File: config.mk
export PLATFORM = sky130hd
export DESIGN_NAME = ef_dac_wavegen
export DESIGN_NICKNAME = d
export VERILOG_FILES = /design/src/rtl/ef_dac_pkg.sv /design/src/rtl/ef_dac_wavegen_mem.sv /design/src/rtl/ef_dac_wavegen.sv
export SDC_FILE = /design/constraint.sdc
export NUM_CORES = 1
export LEC_CHECK = 0
export CAP_MARGIN = 15
export CORE_MARGIN = 2
export CORE_UTILIZATION = 37
export DETAILED_ROUTE_END_ITERATION = 8
export SYNTH_ARGS = -nofsm -noshare
export SYNTH_HDL_FRONTEND = slang
export SYNTH_SLANG_ARGS = --single-unit
File: constraint.sdc
create_clock -name clk -period 5.1 [get_ports clk]
set_input_delay 0.51 -clock clk [delete_from_list [all_inputs] [get_ports clk]]
set_output_delay 0.51 -clock clk [all_outputs]
set_load 0.01 [all_outputs]
File: src/rtl/ef_dac_pkg.sv
// Shared types and constants for the DAC waveform generator.
package ef_dac_pkg;

    localparam int DAC_DW = 10;

    typedef enum logic [2:0] {
        IDLE,
        WAIT,
        BURST,
        SETTLE,
        DONE
    } state_t;

endpackage

File: src/rtl/ef_dac_wavegen_mem.sv
// Pattern memory: register array with one synchronous write port and one
// asynchronous read port. A write and a read of the same entry in one cycle
// returns the old contents.
module ef_dac_wavegen_mem
    import ef_dac_pkg::*;
#(
    parameter int MEM_AW = 6
) (
    input  logic              clk,
    input  logic              wr,
    input  logic [MEM_AW-1:0] waddr,
    input  logic [DAC_DW-1:0] wdata,
    input  logic [MEM_AW-1:0] raddr,
    output logic [DAC_DW-1:0] rdata
);

    logic [DAC_DW-1:0] mem [2**MEM_AW];

    // Host write port; contents are deliberately not reset.
    always_ff @(posedge clk) begin
        if (wr) begin
            mem[waddr] <= wdata;
        end
    end

    assign rdata = mem[raddr];

endmodule

File: src/rtl/ef_dac_wavegen.sv
// DAC waveform generator: streams the pattern memory into the DAC FIFO in
// bursts of burst_len+1 samples, each burst gated by the FIFO low flag and
// followed by a settle gap so the FIFO level has time to update.
module ef_dac_wavegen
    import ef_dac_pkg::*;
#(
    parameter int MEM_AW     = 6,
    parameter int BL_W       = 4,
    parameter int SETTLE_CYC = 2
) (
    input  logic              clk,
    input  logic              rst,
    input  logic              mem_wr,
    input  logic [MEM_AW-1:0] mem_addr,
    input  logic [DAC_DW-1:0] mem_wdata,
    input  logic [MEM_AW-1:0] last_idx,
    input  logic              loop_en,
    input  logic [BL_W-1:0]   burst_len,
    input  logic              start,
    input  logic              stop,
    input  logic              dac_low,
    input  logic              dac_empty,
    output logic [DAC_DW-1:0] dac_data,
    output logic              dac_wr,
    output logic              busy,
    output logic              done,
    output logic              underrun
);

    localparam int SC_W = (SETTLE_CYC > 1) ? $clog2(SETTLE_CYC) : 1;

    state_t            state_q, state_d;
    logic [MEM_AW-1:0] ptr_q, ptr_d;
    logic [BL_W-1:0]   bcnt_q, bcnt_d;
    logic [SC_W-1:0]   scnt_q, scnt_d;
    logic [DAC_DW-1:0] data_d;
    logic              wr_d;
    logic              done_d;
    logic              under_d;
    logic [DAC_DW-1:0] rd_data;

    ef_dac_wavegen_mem #(
        .MEM_AW(MEM_AW)
    ) u_mem (
        .clk  (clk),
        .wr   (mem_wr),
        .waddr(mem_addr),
        .wdata(mem_wdata),
        .raddr(ptr_q),
        .rdata(rd_data)
    );

    assign busy = (state_q != IDLE) && (state_q != DONE);

    // Next-state logic: playback sequencing, pointer/counter updates and the
    // next values of the registered FIFO write port and sticky flags.
    always_comb begin
        state_d = state_q;
        ptr_d   = ptr_q;
        bcnt_d  = bcnt_q;
        scnt_d  = scnt_q;
        wr_d    = 1'b0;
        data_d  = dac_data;
        done_d  = done;
        under_d = underrun;

        if ((state_q == BURST || state_q == SETTLE) && dac_empty) begin
            under_d = 1'b1;
        end

        case (state_q)
            IDLE, DONE: begin
                if (start) begin
                    state_d = WAIT;
                    ptr_d   = '0;
                    done_d  = 1'b0;
                    under_d = 1'b0;
                end
            end
            WAIT: begin
                if (stop) begin
                    state_d = IDLE;
                end else if (dac_low) begin
                    state_d = BURST;
                    bcnt_d  = '0;
                end
            end
            BURST: begin
                if (stop) begin
                    state_d = IDLE;
                end else begin
                    wr_d   = 1'b1;
                    data_d = rd_data;
                    // End of a one-shot pattern wins over the end of a burst.
                    if (ptr_q == last_idx && !loop_en) begin
                        state_d = DONE;
                        done_d  = 1'b1;
                    end else begin
                        ptr_d = (ptr_q == last_idx) ? '0 : ptr_q + 1'b1;
                        if (bcnt_q == burst_len) begin
                            state_d = SETTLE;
                            scnt_d  = '0;
                        end else begin
                            bcnt_d = bcnt_q + 1'b1;
                        end
                    end
                end
            end
            SETTLE: begin
                if (stop) begin
                    state_d = IDLE;
                end else if (scnt_q == SC_W'(SETTLE_CYC - 1)) begin
                    state_d = WAIT;
                end else begin
                    scnt_d = scnt_q + 1'b1;
                end
            end
            default: begin
                state_d = IDLE;
            end
        endcase
    end

    // State, pointer, counters and registered outputs.
    always_ff @(posedge clk) begin
        if (rst) begin
            state_q  <= IDLE;
            ptr_q    <= '0;
            bcnt_q   <= '0;
            scnt_q   <= '0;
            dac_wr   <= 1'b0;
            dac_data <= '0;
            done     <= 1'b0;
            underrun <= 1'b0;
        end else begin
            state_q  <= state_d;
            ptr_q    <= ptr_d;
            bcnt_q   <= bcnt_d;
            scnt_q   <= scnt_d;
            dac_wr   <= wr_d;
            dac_data <= data_d;
            done     <= done_d;
            underrun <= under_d;
        end
    end

endmodule

==> impl_metrics.csv, run 1 <==
group,metric,value,unit
clock_network,path_clk_slew,0.06,ns
clock_network,cts_sinks,667,
sta,finalHoldViolCount,0,
synthesis,synthFlopType,"edfxtp_1",
synthesis,ys_warn_count,0,
clock_network,root_buffer,"clkbuf_16",
grt,met2_usage,26.36,%
place,gp_congestion,0.8288,
critical_path,critPathArrivalTime,3.42,ns
clock_network,clock_path_buffers,3,
drt,vias,12985,
clock_network,htree_levels,3,
die,die_area,0.07342,mm²
run_status,status,"complete, no violations",
grt,grtUsageMet3,3.204,%
synthesis,ys_seq_area_share,74.93,%
pwr,peakVddDrop,0.2346,mV
die,core_area,0.07027,mm²
synthesis,async_reset_ff_share,0,%
cells_and_area,area_growth,13.97,%
synthesis,synthCells,1320,
synthesis,synth-seq-cells,667,
critical_path,crit_family,"simple AND/OR/NAND/NOR gates",
critical_path,crit_path_start_kind,"flip-flop",
sta,finalSetupViolations,0,
sta,slew_viol_final,0,
clock_network,cts_buffers,69,
die,die_h,271.0,µm
die,ios,48,
synthesis,syn-cell-area,0.02637,mm²
pwr,clkPwrFrac,44.1,%
clock_network,clk_latency,0.61,ns
sta,max_freq,337.0,MHz
sta,final.setup_skew,0.01651,ns
pwr,seqPwrFrac,53.7,%
synthesis,syn_avg_cell_area,19.98,µm²
clock_network,cts_tree,"built",
critical_path,end_kind,"flip-flop",
critical_path,crit_chain,"buf_4 > nand2_1 > o21ai_0 > a211oi_1 > nor4_1 > a211oi_1",
place,port_buffers,47,
sta,rsz0062_at_grt,"no",
pwr,switchingPower,2.259,mW
grt,grt_pass1_wl,88.55,mm
sta,setup_tns,0,ns
drt,totalWireLength,60.47,mm
critical_path,crit_type,"reg2reg",
clock_network,post_cts_buffers,0,
critical_path,slowest_delay,0.82,ns
synthesis,synth.distinct_cells,62,
drt,ant_nets,0,
grt,grt_pass1_vias,13122,
cells_and_area,final_core_util,42.77,%
synthesis,synth_edf_count,640,
drt,wl_per_cell,25.26,µm
grt,gr-max-usage-layer,"met2",
die,start_util,37.53,%
sta,layout_min_cycle_time,2.967,ns
grt,grt_max_degree,65,
cells_and_area,antennaDiodeCount,0,
sta,tightestPinTransition,1.164,ns
pwr,power_density,375.0,mW/mm²
worst_hold_path,hp-class,"reg2reg",
critical_path,crit_path_top_delay_cell,"dfxtp_4",
grt,grt.total_usage,16.44,%
grt,grt-ovfl-total,0,
die,die_w,271.0,µm
grt,antenna_found_initial,3,
clock_network,post_cts_resized,0,
pwr,p_sw_share,20.04,%
pwr,p_leak,8.997,nW
critical_path,worst-endpoint-required,5.55,ns
critical_path,crit_path_frequent_cell,"a211oi_1",
clock_network,cts_hold_buf,0,
synthesis,synth_fp_nets,1356,
sta,period_share,58.18,%
critical_path,cp_max_fo,36,
pwr,p_int,9.011,mW
drt,vias_per_cell,5.424,
drt,drcViolationCount,0,
pwr,power_frac_comb,2.2,%
grt,use_met1,22.80,%
sta,slew_headroom,22.12,%
flow_run,max-cap-violations,0,
cells_and_area,final_net_count,1434,
die,rows,97,
drt,dr.pass1.iters,5,
place,dp_hpwl,36.61,mm
critical_path,critPathBufInv,1,
cells_and_area,drive_gt1_share,21.80,%
drt,drtIter0Drc,1471,
[layout by cell type (no fill, tap or decap), drive strengths merged, types with 22 or more instances in the layout]
cell and n:
o21ai 22, o22ai 24, clkbuf 88, buf 40, nor2 100, nand2 26, dfxtp 27, clkinv 27
mux2 40, clkdlybuf4s50 37, mux4 137, mux2i 57, edfxtp 640
[logic make-up (layout without fill, tap and decap cells)]
family / Yosys count / after routing / share of synthesized area [%]
AO/OA/AOI/OAI: 129 / 129 / 3.478
XOR/XNOR: 10 / 10 / 0.3321
adder cells (fa/ha/maj): 2 / 2 / 0.09488
buffers and inverters: 78 / 212 / 1.775
flip-flops: 667 / 667 / 74.93
multiplexers: 234 / 234 / 15.79
AND/OR/NAND/NOR: 200 / 200 / 3.606
[final cells by class]
| type | instances | area, µm² |
|---|---|---|
| fill | 5996 | 40220 |
| sequential | 667 | 19770 |
| multi-input combinational | 575 | 6148 |
| clock buffer | 87 | 1889 |
| tap | 940 | 1176 |
| timing repair buffer | 78 | 685.7 |
| clock inverter | 40 | 356.6 |
| inverter | 7 | 26.28 |
[cells in the mapped netlist, types with 7 or more instances]
cell type,count,area share (%)
edfxtp_1,640,73
mux4_2,122,10
nor2_1,100,1.4
mux2i_1,57,2.2
mux2_2,40,1.7
dfxtp_1,27,2.0
nand2_1,26,0.37
o22ai_1,24,0.57
buf_2,23,0.44
o21ai_0,22,0.42
clkbuf_1,19,0.27
a21oi_1,15,0.28
buf_4,15,0.43
mux4_1,15,1.5
o221ai_1,14,0.46
a211oi_1,13,0.37
nand2b_1,13,0.31
nand3_1,13,0.25
nor3_1,9,0.17
a22o_1,8,0.27
buf_6,7,0.30
nor2b_1,7,0.17
[through the flow]
stage,hold WS [ns],instance area (µm²),worst slack [ns],total power [mW],std cells
4_1_cts,0.4617,30020,2.001,11.38,2391
6_report,0.4619,30050,2.133,11.27,2394
3_5_place_dp,0.4533,27770,1.357,6.424,2264
2_1_floorplan,0.4486,26370,2.829,6.255,1320
3_3_place_gp,0.4542,27770,1.517,6.417,2264
5_1_grt,0.4854,30050,1.907,11.61,2394
[routing by layer]
metal  vias to the layer above  part of all wire (%)
met1                      6821                    43
li1                       5624                     -
met5                         -                 0.041
met4                         4                   2.0
met3                        87                   7.0
met2                       449                    48
[path summary, 6_finish.rpt]
path	startpoint	end	slack, ns	cells after the start
worst min-delay path	done$_SDFFE_PP0P_	done$_SDFFE_PP0P_	0.46	2
worst max-delay path	ptr_q[0]$_SDFFE_PP0P_	dac_data[2]$_SDFFE_PP0N_	2.13	6
worst min register to register	done$_SDFFE_PP0P_	done$_SDFFE_PP0P_	0.46	2
worst max register to register	ptr_q[0]$_SDFFE_PP0P_	dac_data[2]$_SDFFE_PP0N_	2.13	6
[sequential cells by signal (all words and copies together), names as in the netlist]
signal / cells
bcnt_q: 4
dac_data: 10
dac_wr: 1
done: 1
ptr_q: 6
scnt_q: 1
state_q: 3
u_mem.mem: 640
underrun: 1
[power by group through the flow]
stage	clock network, mW	logic, mW	registers (mW)
floorplan	0	0.0943	6.16
global placement	0	0.250	6.17
CTS	5.07	0.255	6.05
detailed placement	0	0.255	6.17
global route	5.29	0.269	6.05
finish	4.97	0.250	6.05
[worst register-to-register path, cell delays in order, from the launching register on]
cell	delay (ns)
dfxtp_4	0.82
buf_4	0.58
nand2_1	0.37
o21ai_0	0.30
a211oi_1	0.07
nor4_1	0.52
a211oi_1	0.14
Note: power is estimated with default switching activity, not from simulation.
==> run 2: changes to the inputs <==
clock period = 2.6 ns   (was 5.1 ns; I/O delays follow)
==> run 2 against run 1 <==
  * Utilization rose by 1.3 points
  * Non-clock buffer count rose by 109
  * Final cell count rose by 4.3%
  * Maximum frequency rose by 22%
  * Critical path type unchanged
  * Largest cell class unchanged
  * Die area did not move
  * Clock skew rose by 0.0025 ns
  * Combinational power rose by 110%
  * Setup slack got worse by 2.0 ns
==> impl_metrics.csv, run 2 (synthesized netlist as in run 1, its figures left out) <==
group,metric,value,unit
sta,tightestPinTransition,0.7740,ns
die,die_area,0.07342,mm²
clock_network,cts_tree,"built",
sta,rsz0062_at_grt,"no",
drt,ant_nets,0,
place,gp_congestion,0.9102,
clock_network,clock_path_buffers,3,
cells_and_area,final_common_cell,"edfxtp_1",
flow_run,max-cap-violations,0,
pwr,power_density,713.8,mW/mm²
sta,setup_tns,0,ns
critical_path,crit_path_start_kind,"flip-flop",
pwr,p_int,17.76,mW
die,rows,97,
die,die_w,271.0,µm
grt,grt_pass1_wl,93.38,mm
cells_and_area,layoutNonFillerInstCount,2497,
sta,slew_headroom,48.40,%
sta,fin_ws,0.1595,ns
die,core_area,0.07027,mm²
die,die_h,271.0,µm
die,ios,48,
grt,antenna_found_initial,3,
grt,grt_max_degree,65,
sta,layout_min_cycle_time,2.441,ns
place,placed_area,0.02876,mm²
cells_and_area,top_regs,"u_mem.mem (640), dac_data (10), ptr_q (6)",
drt,drtIter0Drc,1273,
sta,period_share,93.87,%
cells_and_area,antennaDiodeCount,0,
critical_path,cp_max_fo,34,
clock_network,root_buffer,"clkbuf_16",
pwr,peakVddDrop,0.4730,mV
cells_and_area,final_net_count,1542,
place,numPlacedInstances,2376,
worst_hold_path,hp-class,"in2reg",
pwr,total_power,22.11,mW
sta,final.setup_skew,0.01897,ns
place,post-place-ws,0.1255,ns
cells_and_area,drive_gt1_share,26.46,%
clock_network,cts_hold_buf,0,
clock_network,path_clk_slew,0.06,ns
critical_path,worst-endpoint-required,3.07,ns
cells_and_area,final_cell_mix,"edfxtp_1, buf_4, mux4_2",
clock_network,post_cts_buffers,0,
grt,grt.total_usage,17.28,%
critical_path,crit_path_top_delay_cell,"dfxtp_4",
critical_path,critPathArrivalTime,2.91,ns
sta,slew_viol_final,0,
drt,wl_per_cell,25.34,µm
drt,vias_per_cell,5.422,
cells_and_area,area_growth,17.44,%
clock_network,clk_latency,0.60,ns
critical_path,crit_path_frequent_cell,"buf_4",
sta,max_freq,409.7,MHz
cells_and_area,regMostFlops,"u_mem.mem",
pwr,seqPwrFrac,53.7,%
sta,finalSetupViolations,0,
drt,drcViolationCount,0,
pwr,power_frac_comb,2.4,%
cells_and_area,fin_area,0.03097,mm²
place,dp_hpwl,40.45,mm
critical_path,crit_chain,"buf_4 > mux2_2 > o22ai_1 > nor3_1 > nor4_1 > buf_4 > a211oi_1",
grt,grt-ovfl-total,0,
clock_network,cts_sinks,667,
sta,finalHoldViolCount,0,
run_status,status,"complete, no violations",
critical_path,end_kind,"flip-flop",
place,port_buffers,47,
pwr,p_sw_share,19.66,%
cells_and_area,largest_reg_flops,640,
pwr,p_leak,9.576,nW
sta,holdWs,0.1633,ns
drt,totalWireLength,63.28,mm
grt,grt_pass1_vias,13873,
critical_path,slowest_delay,0.70,ns
pwr,clkPwrFrac,43.9,%
drt,vias,13539,
clock_network,cts_buffers,68,
cells_and_area,final_core_util,44.07,%
clock_network,htree_levels,3,
clock_network,post_cts_resized,0,
critical_path,crit_type,"reg2reg",
die,start_util,37.53,%
pwr,switchingPower,4.346,mW
drt,dr.pass1.iters,5,
cells_and_area,nFillCells,5938,
-- run 2: cell count changes in the layout (fill, tap and decap cells not counted), moves of 2 or more --
cell	change
buf_4	+100
buf_12	+12
clkinv_2	-9
clkinv_1	+8
bufinv_16	+3
clkbuf_16	-3
buf_6	-2
clkinv_4	-2
clkinvlp_4	-2
-- run 2: path summary, 6_finish.rpt --
check	startpoint	endpoint	slack, ns	depth (start not counted)
worst min register to register	done$_SDFFE_PP0P_	done$_SDFFE_PP0P_	0.47	2
worst max register to register	ptr_q[2]$_SDFFE_PP0P_	dac_data[3]$_SDFFE_PP0N_	0.16	7
worst min-delay path	mem_wdata[7]	u_mem.mem[5][7]$_DFFE_PP_	0.16	2
worst max-delay path	ptr_q[2]$_SDFFE_PP0P_	dac_data[3]$_SDFFE_PP0N_	0.16	7
-- run 2: power groups by stage --
| stage | Combinational [mW] | Sequential [mW] | Clock (mW) |
|---|---|---|---|
| floorplan | 0.185 | 12.1 | 0 |
| global placement | 0.520 | 12.1 | 0 |
| detailed placement | 0.533 | 12.1 | 0 |
| CTS | 0.534 | 11.9 | 9.91 |
| global route | 0.569 | 11.9 | 10.3 |
| finish | 0.527 | 11.9 | 9.72 |
-- run 2: final cells by class --
type / instances / area, µm² / area share [%]
clock buffers: 83 / 1810 / 5.846
clock inverters: 38 / 395.4 / 1.277
inverters: 7 / 26.28 / 0.08484
multi-input cells: 575 / 6143 / 19.84
flip-flops and latches: 667 / 19770 / 63.84
well taps: 940 / 1176 / 3.798
repair buffers: 187 / 1647 / 5.317
-- run 2: per-layer routing --
layer / up-vias / GRT usage (%) / share of wire [%]
met5: - / 0 / 0.030
met4: 4 / 5.467 / 2.1
met3: 83 / 3.399 / 6.7
met2: 472 / 27.99 / 48
met1: 7142 / 23.55 / 43
li1: 5838 / - / -
-- run 2: critical path: cells and delay by family, from the launching register on --
family / cells / cell delay (ns)
buffers and inverters: 2 / 0.59
DFF: 1 / 0.70
and+or+nand+nor: 2 / 0.43
muxes: 1 / 0.37
AOI/OAI and AO/OA: 2 / 0.19
